$ cat config.mk
export PLATFORM = sky130hd
export DESIGN_NAME = rtr_ingress_arbiter
export DESIGN_NICKNAME = d
export VERILOG_FILES = /design/src/rtl/rtr_ingress_arbiter.sv
export SDC_FILE = /design/constraint.sdc
export NUM_CORES = 1
export LEC_CHECK = 0
export CORE_MARGIN = 3
export CORE_UTILIZATION = 40
export CTS_CLUSTER_SIZE = 30
export DETAILED_ROUTE_END_ITERATION = 7
export PLACE_DENSITY = 0.8
export SLEW_MARGIN = 10
export SYNTH_ARGS = -nofsm -noshare
export SYNTH_HDL_FRONTEND = slang
export SYNTH_SLANG_ARGS = --single-unit
export TNS_END_PERCENT = 10
$ cat constraint.sdc
create_clock -name clk -period 2.9 [get_ports clk]
set_input_delay 0.29 -clock clk [delete_from_list [all_inputs] [get_ports clk]]
set_output_delay 0.29 -clock clk [all_outputs]
set_load 0.02 [all_outputs]
$ cat src/rtl/rtr_ingress_arbiter.sv
// Round-robin ingress arbiter: grants one of N_REQ packet sources, serializes its
// 6-bit packet MSB-first with ser_valid framing, then idles GAP cycles.
module rtr_ingress_arbiter #(
  parameter int N_REQ = 4,
  parameter int PKT_W = 6,
  parameter int GAP   = 2,
  parameter int CNT_W = 16
) (
  input  logic                       clk,
  input  logic                       rst,
  input  logic                       enable,
  input  logic [N_REQ-1:0]           req,
  input  logic [N_REQ*PKT_W-1:0]     pkt_in,
  output logic [N_REQ-1:0]           gnt,
  output logic                       ser_out,
  output logic                       ser_valid,
  output logic                       busy,
  output logic                       done,
  output logic [$clog2(N_REQ)-1:0]   last_id,
  output logic [CNT_W-1:0]           sent_cnt
);
  localparam int IW = $clog2(N_REQ);
  localparam int BW = $clog2(PKT_W);
  localparam int GW = $clog2(GAP + 2);
  localparam int unsigned NU = N_REQ;

  if (N_REQ < 2 || N_REQ > 8 || PKT_W != 6 || GAP < 1) begin : g_bad_param
    $error("rtr_ingress_arbiter: invalid N_REQ, PKT_W or GAP");
  end

  typedef enum logic [1:0] {S_IDLE, S_SEND, S_GAP} state_t;

  state_t             r_state, w_state;
  logic [PKT_W-1:0]   r_shift, w_shift;
  logic [BW-1:0]      r_bit, w_bit;
  logic [GW-1:0]      r_gap, w_gap;
  logic [IW-1:0]      r_last, w_last;
  logic [CNT_W-1:0]   r_cnt, w_cnt;
  logic [N_REQ-1:0]   r_gnt, w_gnt;
  logic               r_ser_out, w_ser_out;
  logic               r_ser_valid, w_ser_valid;
  logic               r_busy, w_busy;
  logic               r_done, w_done;
  logic               w_found;
  logic [IW-1:0]      w_sel;
  logic [PKT_W-1:0]   w_pkt;

  // Search starts one past the last winner so every requester gets a turn.
  always_comb begin
    int unsigned v_k;
    w_found = 1'b0;
    w_sel   = '0;
    v_k     = 0;
    for (int unsigned i = 1; i <= NU; i++) begin
      v_k = (32'(r_last) + i) % NU;
      if (!w_found && req[v_k]) begin
        w_found = 1'b1;
        w_sel   = IW'(v_k);
      end
    end
    w_pkt = pkt_in[w_sel*PKT_W +: PKT_W];
  end

  always_comb begin
    w_state     = r_state;
    w_shift     = r_shift;
    w_bit       = r_bit;
    w_gap       = r_gap;
    w_last      = r_last;
    w_cnt       = r_cnt;
    w_gnt       = '0;
    w_ser_out   = 1'b0;
    w_ser_valid = 1'b0;
    w_busy      = 1'b0;
    w_done      = 1'b0;
    case (r_state)
      S_IDLE: begin
        if (enable && w_found) begin
          w_state     = S_SEND;
          w_shift     = w_pkt;
          w_bit       = '0;
          w_last      = w_sel;
          w_gnt       = N_REQ'(1) << w_sel;
          w_ser_out   = w_pkt[PKT_W-1];
          w_ser_valid = 1'b1;
          w_busy      = 1'b1;
        end
      end
      S_SEND: begin
        w_busy = 1'b1;
        if (r_bit == BW'(PKT_W - 1)) begin
          w_state = S_GAP;
          w_gap   = '0;
          w_done  = 1'b1;
          w_cnt   = r_cnt + 1'b1;
        end else begin
          w_bit       = r_bit + 1'b1;
          w_shift     = {r_shift[PKT_W-2:0], 1'b0};
          w_ser_out   = r_shift[PKT_W-2];
          w_ser_valid = 1'b1;
        end
      end
      S_GAP: begin
        if (r_gap == GW'(GAP - 1)) begin
          w_state = S_IDLE;
        end else begin
          w_gap  = r_gap + 1'b1;
          w_busy = 1'b1;
        end
      end
      default: w_state = S_IDLE;
    endcase
  end

  always_ff @(posedge clk or posedge rst) begin
    if (rst) begin
      r_state     <= S_IDLE;
      r_shift     <= '0;
      r_bit       <= '0;
      r_gap       <= '0;
      r_last      <= IW'(N_REQ - 1);
      r_cnt       <= '0;
      r_gnt       <= '0;
      r_ser_out   <= 1'b0;
      r_ser_valid <= 1'b0;
      r_busy      <= 1'b0;
      r_done      <= 1'b0;
    end else begin
      r_state     <= w_state;
      r_shift     <= w_shift;
      r_bit       <= w_bit;
      r_gap       <= w_gap;
      r_last      <= w_last;
      r_cnt       <= w_cnt;
      r_gnt       <= w_gnt;
      r_ser_out   <= w_ser_out;
      r_ser_valid <= w_ser_valid;
      r_busy      <= w_busy;
      r_done      <= w_done;
    end
  end

  assign gnt       = r_gnt;
  assign ser_out   = r_ser_out;
  assign ser_valid = r_ser_valid;
  assign busy      = r_busy;
  assign done      = r_done;
  assign last_id   = r_last;
  assign sent_cnt  = r_cnt;

endmodule

==> impl_metrics.py, run 1 <==
metrics = {
    "place": {
        "post-dp-hpwl_mm": 3.06,
        "place_ws_ns": 0.582,
        "port_buffers": 56,
        "place_congestion": 0.854,
    },
    "cells_and_area": {
        "postLayoutCoreUtil_pct": 59.8,
        "final_layout_size_suffix_gt1_share_pct": 10.5,
        "area_growth_pct": 38.8,
        "fillers": 378,
        "nets": 281,
        "antenna_cells": 0,
    },
    "synth": {
        "synth_most_common_cell": "dfrtp_1",
        "synth-edff-count": 0,
        "synthFlopType": "dfrtp_1",
        "synth_top_cell_by_area": "dfrtp_1",
        "syn_nets": 221,
        "ys_ff_latch": 38,
        "seq_area_frac_synth_pct": 49.1,
        "synth_common_cells": "dfrtp_1, nand2_1, nor2_1, o21ai_0, inv_1",
        "async_reset_ff_share_pct": 100,
        "yosysWarnings": 0,
        "synth.top_cells.by_area": "dfrtp_1, xnor2_1, o21ai_0, nand2_1, nor2_1",
        "synth_top_cell_area_share_pct": 46.4,
        "syn_area_per_cell_um2": 10.4,
        "netlist-cell-type-count": 50,
        "syn-cell-area_um2": 1940,
        "synthCells": 186,
    },
    "setup_path": {
        "crit_type": "flop to flop",
        "cp.arrival_ns": 2.22,
        "cp.required_ns": 3.08,
        "cp-start-kind": "flop",
        "end_kind": "flop",
        "crit_fanout": 14,
    },
    "pwr": {
        "ir_worst_vdd_v": 0.000383,
        "p_per_area_nw_per_um2": 837,
        "total_leakage_power_nw": 1.17,
        "p_total_mw": 2.25,
    },
    "die": {
        "core_um2": 4500,
        "start_util_pct": 43.1,
        "die_y_um": 75.7,
        "rows": 24,
        "pin_count": 57,
        "dieArea_um2": 5720,
        "die_x_um": 75.7,
    },
    "run_status": {
        "status": "finished clean",
    },
    "routing": {
        "wl_mm": 3.98,
        "viasPerCell": 5.25,
        "dr_total_vias": 1570,
        "wl_per_cell_um": 13.3,
        "first_pass_iters": 4,
        "drtIter0Drc": 50,
        "drcViolationCount": 0,
        "detail-route-antenna-nets": 0,
    },
    "timing": {
        "finalSetupViolCount": 0,
        "fmax_mhz": 491,
        "skew_ns": 0.00772,
        "hold_slack_ns": 0.461,
        "finalHoldViolCount": 0,
        "fin_tns_setup_ns": 0,
        "final.setup.worst_slack_ns": 0.863,
        "rsz0062_at_grt": "no",
        "tightest_slew_ns": 0.836,
        "period_minus_slack_ns": 2.04,
        "slew_viol_final": 0,
        "post-route-period-util_pct": 70.2,
        "relSlewSlack_pct": 44.2,
    },
    "worst_hold_path": {
        "hp-class": "input pin to async pin",
    },
    "clocking": {
        "cts_root_buffer": "clkbuf_8",
        "htreeDepth": 2,
        "cts_made_buffers": 5,
        "post_cts_buffers": 0,
        "clock_latency_ns": 0.29,
        "cts_hold_buf": 0,
        "cts_tree": "built",
        "ctsResizeCount": 0,
        "path_clk_slew_ns": 0.08,
        "clockBufferDepth": 2,
        "clock_sinks": 38,
    },
    "global_routing": {
        "grt_overflow_total": 0,
        "grt_antenna_before_repair": 0,
        "grt_start_max_net_pins": 23,
        "grt_pass1_vias": 1406,
        "grt.total_usage_pct": 15.2,
        "grt_pass1_wl_mm": 6.55,
    },
    "flow_run": {
        "cap_violations": 0,
    },
}
-- registers in the layout (all words and copies together) (netlist names) --
signal     flops
busy           1
done           1
gnt            4
last_id        2
r_bit          3
r_gap          2
r_shift        5
r_state        2
sent_cnt      16
ser_out        1
ser_valid      1
-- critical path, stage by stage (launching register included) --
cell and delay (ns):
dfstp_2 0.62, mux2i_1 0.25, o221a_4 0.34, mux4_2 0.52, a22o_1 0.19
-- routing by layer --
| layer | vias up | share of wire [%] | track usage (%) | routed length (µm) |
|---|---|---|---|---|
| li1 | 778 | - | - | - |
| met1 | 731 | 45 | 20.0 | 1800 |
| met2 | 56 | 47 | 24.3 | 1860 |
| met3 | 5 | 6.7 | 4.49 | 266 |
| met4 | 0 | 1.2 | 4.85 | 49 |
| met5 | - | 0 | 0 | 0 |
-- cell type report --
cell class,count,area (µm²),area share (%)
inverter,11,41.3,1.53
sequential,38,953,35.4
clock inverter,2,60.1,2.23
multi-input combinational,131,908,33.7
clock buffer,6,82.6,3.07
tap,52,65.1,2.42
timing repair buffer,59,583,21.6
-- placed cells by master, fill, tap and decap left out, types with 3 or more instances in the layout --
cell type and n:
and3_1 3, dfrtp_1 36, a2111o_1 3, nand3_1 8, clkdlybuf4s50_1 56, o21ai_0 13, a31oi_1 3, nor2_1 15
inv_1 11, xnor2_1 10, nand2_1 16, nor3_1 3, buf_4 3, ha_1 4, nand2b_1 3, xor2_1 6
nand4_1 3, clkbuf_8 6, o211ai_1 3, and2_1 3
-- final timing paths --
kind,startpoint,endpoint,slack (ns),depth (start not counted)
worst max-delay path,last_id[1],ser_out,0.86,4
worst min register to register,sent_cnt[15],sent_cnt[15],0.47,1
worst max register to register,last_id[1],ser_out,0.86,4
worst min-delay path,rst,sent_cnt[9],0.46,2
min in group clk,sent_cnt[15],sent_cnt[15],0.47,1
max in group asynchronous,rst,last_id[1],1.72,3
-- where the power goes --
group	internal (mW)	leakage [nW]	switching, mW	total (mW)
sequential	0.687	0.492	0.126	0.813
combinational	0.418	0.611	0.467	0.885
clock	0.367	0.0714	0.189	0.556
-- cells by family (layout without fill, tap and decap cells) --
family                   count (synthesis)  in the layout  share of synthesized area [%]
multiplexers                             5              5                           3.93
adder cells (fa/ha/maj)                  4              4                           2.58
AO/OA/AOI/OAI                           38             38                           14.6
AND/OR/NAND/NOR                         68             68                           18.5
buffers and inverters                   17             78                           4.06
flip-flops                              38             38                           49.1
XOR/XNOR                                16             16                           7.22
-- per-stage QoR --
stage / instance area (µm²) / std cells
6_report: 2690 / 299
5_1_grt: 2690 / 299
4_1_cts: 2690 / 299
3_5_place_dp: 2550 / 291
3_3_place_gp: 2550 / 291
2_1_floorplan: 1940 / 186
Note: power is estimated with default switching activity, not from simulation.
==> run 2, diff against run 1 <==
--- a/config.mk
+++ b/config.mk
@@ -9,7 +9,7 @@
 export CORE_UTILIZATION = 40
 export CTS_CLUSTER_SIZE = 30
 export DETAILED_ROUTE_END_ITERATION = 7
-export PLACE_DENSITY = 0.8
+export PLACE_DENSITY = 0.83
 export SLEW_MARGIN = 10
 export SYNTH_ARGS = -nofsm -noshare
 export SYNTH_HDL_FRONTEND = slang
==> constraint.sdc (replaced) <==
create_clock -name clk -period 1.7 [get_ports clk]
set_input_delay 0.17 -clock clk [delete_from_list [all_inputs] [get_ports clk]]
set_output_delay 0.17 -clock clk [all_outputs]
set_load 0.02 [all_outputs]
==> impl_metrics.py, run 2 (synthesis results as in run 1) <==
metrics = {
    "place": {
        "port_buffers": 56,
        "postPlaceCellArea_um2": 2690,
        "post-dp-hpwl_mm": 3.29,
        "place_congestion": 0.840,
        "place_ws_ns": -0.378,
    },
    "timing": {
        "finalHoldViolCount": 0,
        "tightest_slew_ns": 0.538,
        "rsz0062_at_grt": "yes",
        "hold_slack_ns": 0.235,
        "post-route-period-util_pct": 111,
        "final.setup.worst_slack_ns": -0.187,
        "slew_viol_final": 0,
        "skew_ns": 0.00490,
        "period_minus_slack_ns": 1.89,
        "fmax_mhz": 530,
        "relSlewSlack_pct": 63.9,
        "fin_tns_setup_ns": -0.628,
        "finalSetupViolCount": 6,
    },
    "routing": {
        "drtIter0Drc": 42,
        "wl_per_cell_um": 13.5,
        "wl_mm": 4.27,
        "dr_total_vias": 1650,
        "viasPerCell": 5.22,
        "detail-route-antenna-nets": 0,
        "drcViolationCount": 0,
        "first_pass_iters": 4,
    },
    "global_routing": {
        "grt.total_usage_pct": 16.5,
        "grt_start_max_net_pins": 39,
        "grt_antenna_before_repair": 0,
        "grt_pass1_wl_mm": 7.08,
        "grt_overflow_total": 0,
        "grt_pass1_vias": 1599,
    },
    "clocking": {
        "clockBufferDepth": 2,
        "clock_latency_ns": 0.29,
        "htreeDepth": 2,
        "cts_tree": "built",
        "clock_sinks": 38,
        "cts_made_buffers": 5,
        "path_clk_slew_ns": 0.08,
        "cts_root_buffer": "clkbuf_8",
    },
    "setup_path": {
        "r2r_start": "last_id[1]",
        "end_kind": "flop",
        "slowest_stage": "dfstp_2",
        "crit_type": "flop to flop",
        "rr_endpoint": "ser_out",
        "crit_chain": "mux2i_2 > o221a_4 > mux4_2 > a22o_1",
        "slowest_delay_ns": 0.59,
        "crit_fanout": 6,
        "cp.arrival_ns": 2.07,
        "r2r_setup_slack_ns": -0.19,
        "cp.required_ns": 1.89,
        "cp-start-kind": "flop",
        "ff2ff_path_depth": 4,
    },
    "cells_and_area": {
        "area_growth_pct": 45.6,
        "layout_commonest_cell": "clkdlybuf4s50_1",
        "final_cell_area_um2": 2830,
        "fillers": 376,
        "antenna_cells": 0,
        "mostFrequentLayoutCells": "clkdlybuf4s50_1, dfrtp_1, buf_4, nand2_1, nor2_1",
        "nets": 298,
        "largest_register_ffs": 16,
        "final_layout_size_suffix_gt1_share_pct": 18.9,
    },
    "run_status": {
        "violations": "setup timing",
        "status": "finished, violations left",
    },
    "pwr": {
        "ir_worst_vdd_v": 0.000636,
        "p_per_area_nw_per_um2": 1380,
        "p_total_mw": 3.89,
        "total_leakage_power_nw": 1.25,
    },
    "die": {
        "die_x_um": 75.7,
        "pin_count": 57,
        "dieArea_um2": 5720,
        "core_um2": 4500,
        "die_y_um": 75.7,
        "start_util_pct": 43.1,
        "rows": 24,
    },
    "flow_run": {
        "cap_violations": 0,
    },
    "worst_hold_path": {
        "hp-class": "input pin to async pin",
    },
}
## run 2: cell types whose count changed in the layout (fill, tap and decap cells not counted), sizes merged
cell,change
buf,+18
bufinv,-2
clkdlybuf4s50,-2
clkinv,+1
clkinvlp,+1
dlygate4sd2,+1
## run 2: layout make-up
| class | count | area (µm²) | share of cell area, % |
|---|---|---|---|
| Multi-Input combinational cell | 131 | 941 | 33.3 |
| Tap cell | 52 | 65.1 | 2.30 |
| Inverter | 11 | 41.3 | 1.46 |
| Clock buffer | 6 | 82.6 | 2.92 |
| Timing Repair Buffer | 76 | 729 | 25.8 |
| Sequential cell | 38 | 953 | 33.7 |
| Clock inverter | 2 | 12.5 | 0.443 |
## run 2: worst max-delay path by stage
stage	startpoint	end	cells after the start
floorplan	last_id[1]	ser_out	5
global placement	req[0]	ser_out	6
detailed placement	req[0]	r_shift[1]	6
CTS	last_id[1]	ser_out	4
global route	last_id[1]	ser_out	4
finish	last_id[1]	ser_out	4
## run 2: per-layer routing
metal  track usage (%)  part of all wire (%)
met3              5.15                   5.3
met5                 0                     0
met2              28.1                    49
met4              6.21                   1.5
met1              19.4                    44
## run 2: where the power goes
| group | leakage [nW] | switching [mW] | total [mW] | internal (mW) |
|---|---|---|---|---|
| clock | 0.0472 | 0.326 | 0.652 | 0.326 |
| combinational | 0.706 | 0.918 | 1.89 | 0.968 |
| sequential | 0.492 | 0.186 | 1.36 | 1.17 |
| total | 1.25 | 1.43 | 3.89 | 2.46 |
## run 2: worst max-delay path: cells and delay by family, from the launching register on
kind           cells  cell delay (ns)
AO/OA/AOI/OAI      2             0.43
multiplexers       2             0.76
flip-flops         1             0.59
## run 2: repair_timing
item,4_1_cts,5_1_grt
cloned,0,0
endpoints found under the setup margin,11,15
setup buffers,2,0
resized for setup,8,4
hold buffers,0,0
pin swaps,2,3
## run 2: metrics by stage
step / instances / utilization [%]
6_report: 316 / 62.7
5_1_grt: 316 / 62.7
4_1_cts: 316 / 62.4
3_5_place_dp: 306 / 59.7
3_3_place_gp: 306 / 59.7
2_1_floorplan: 186 / -
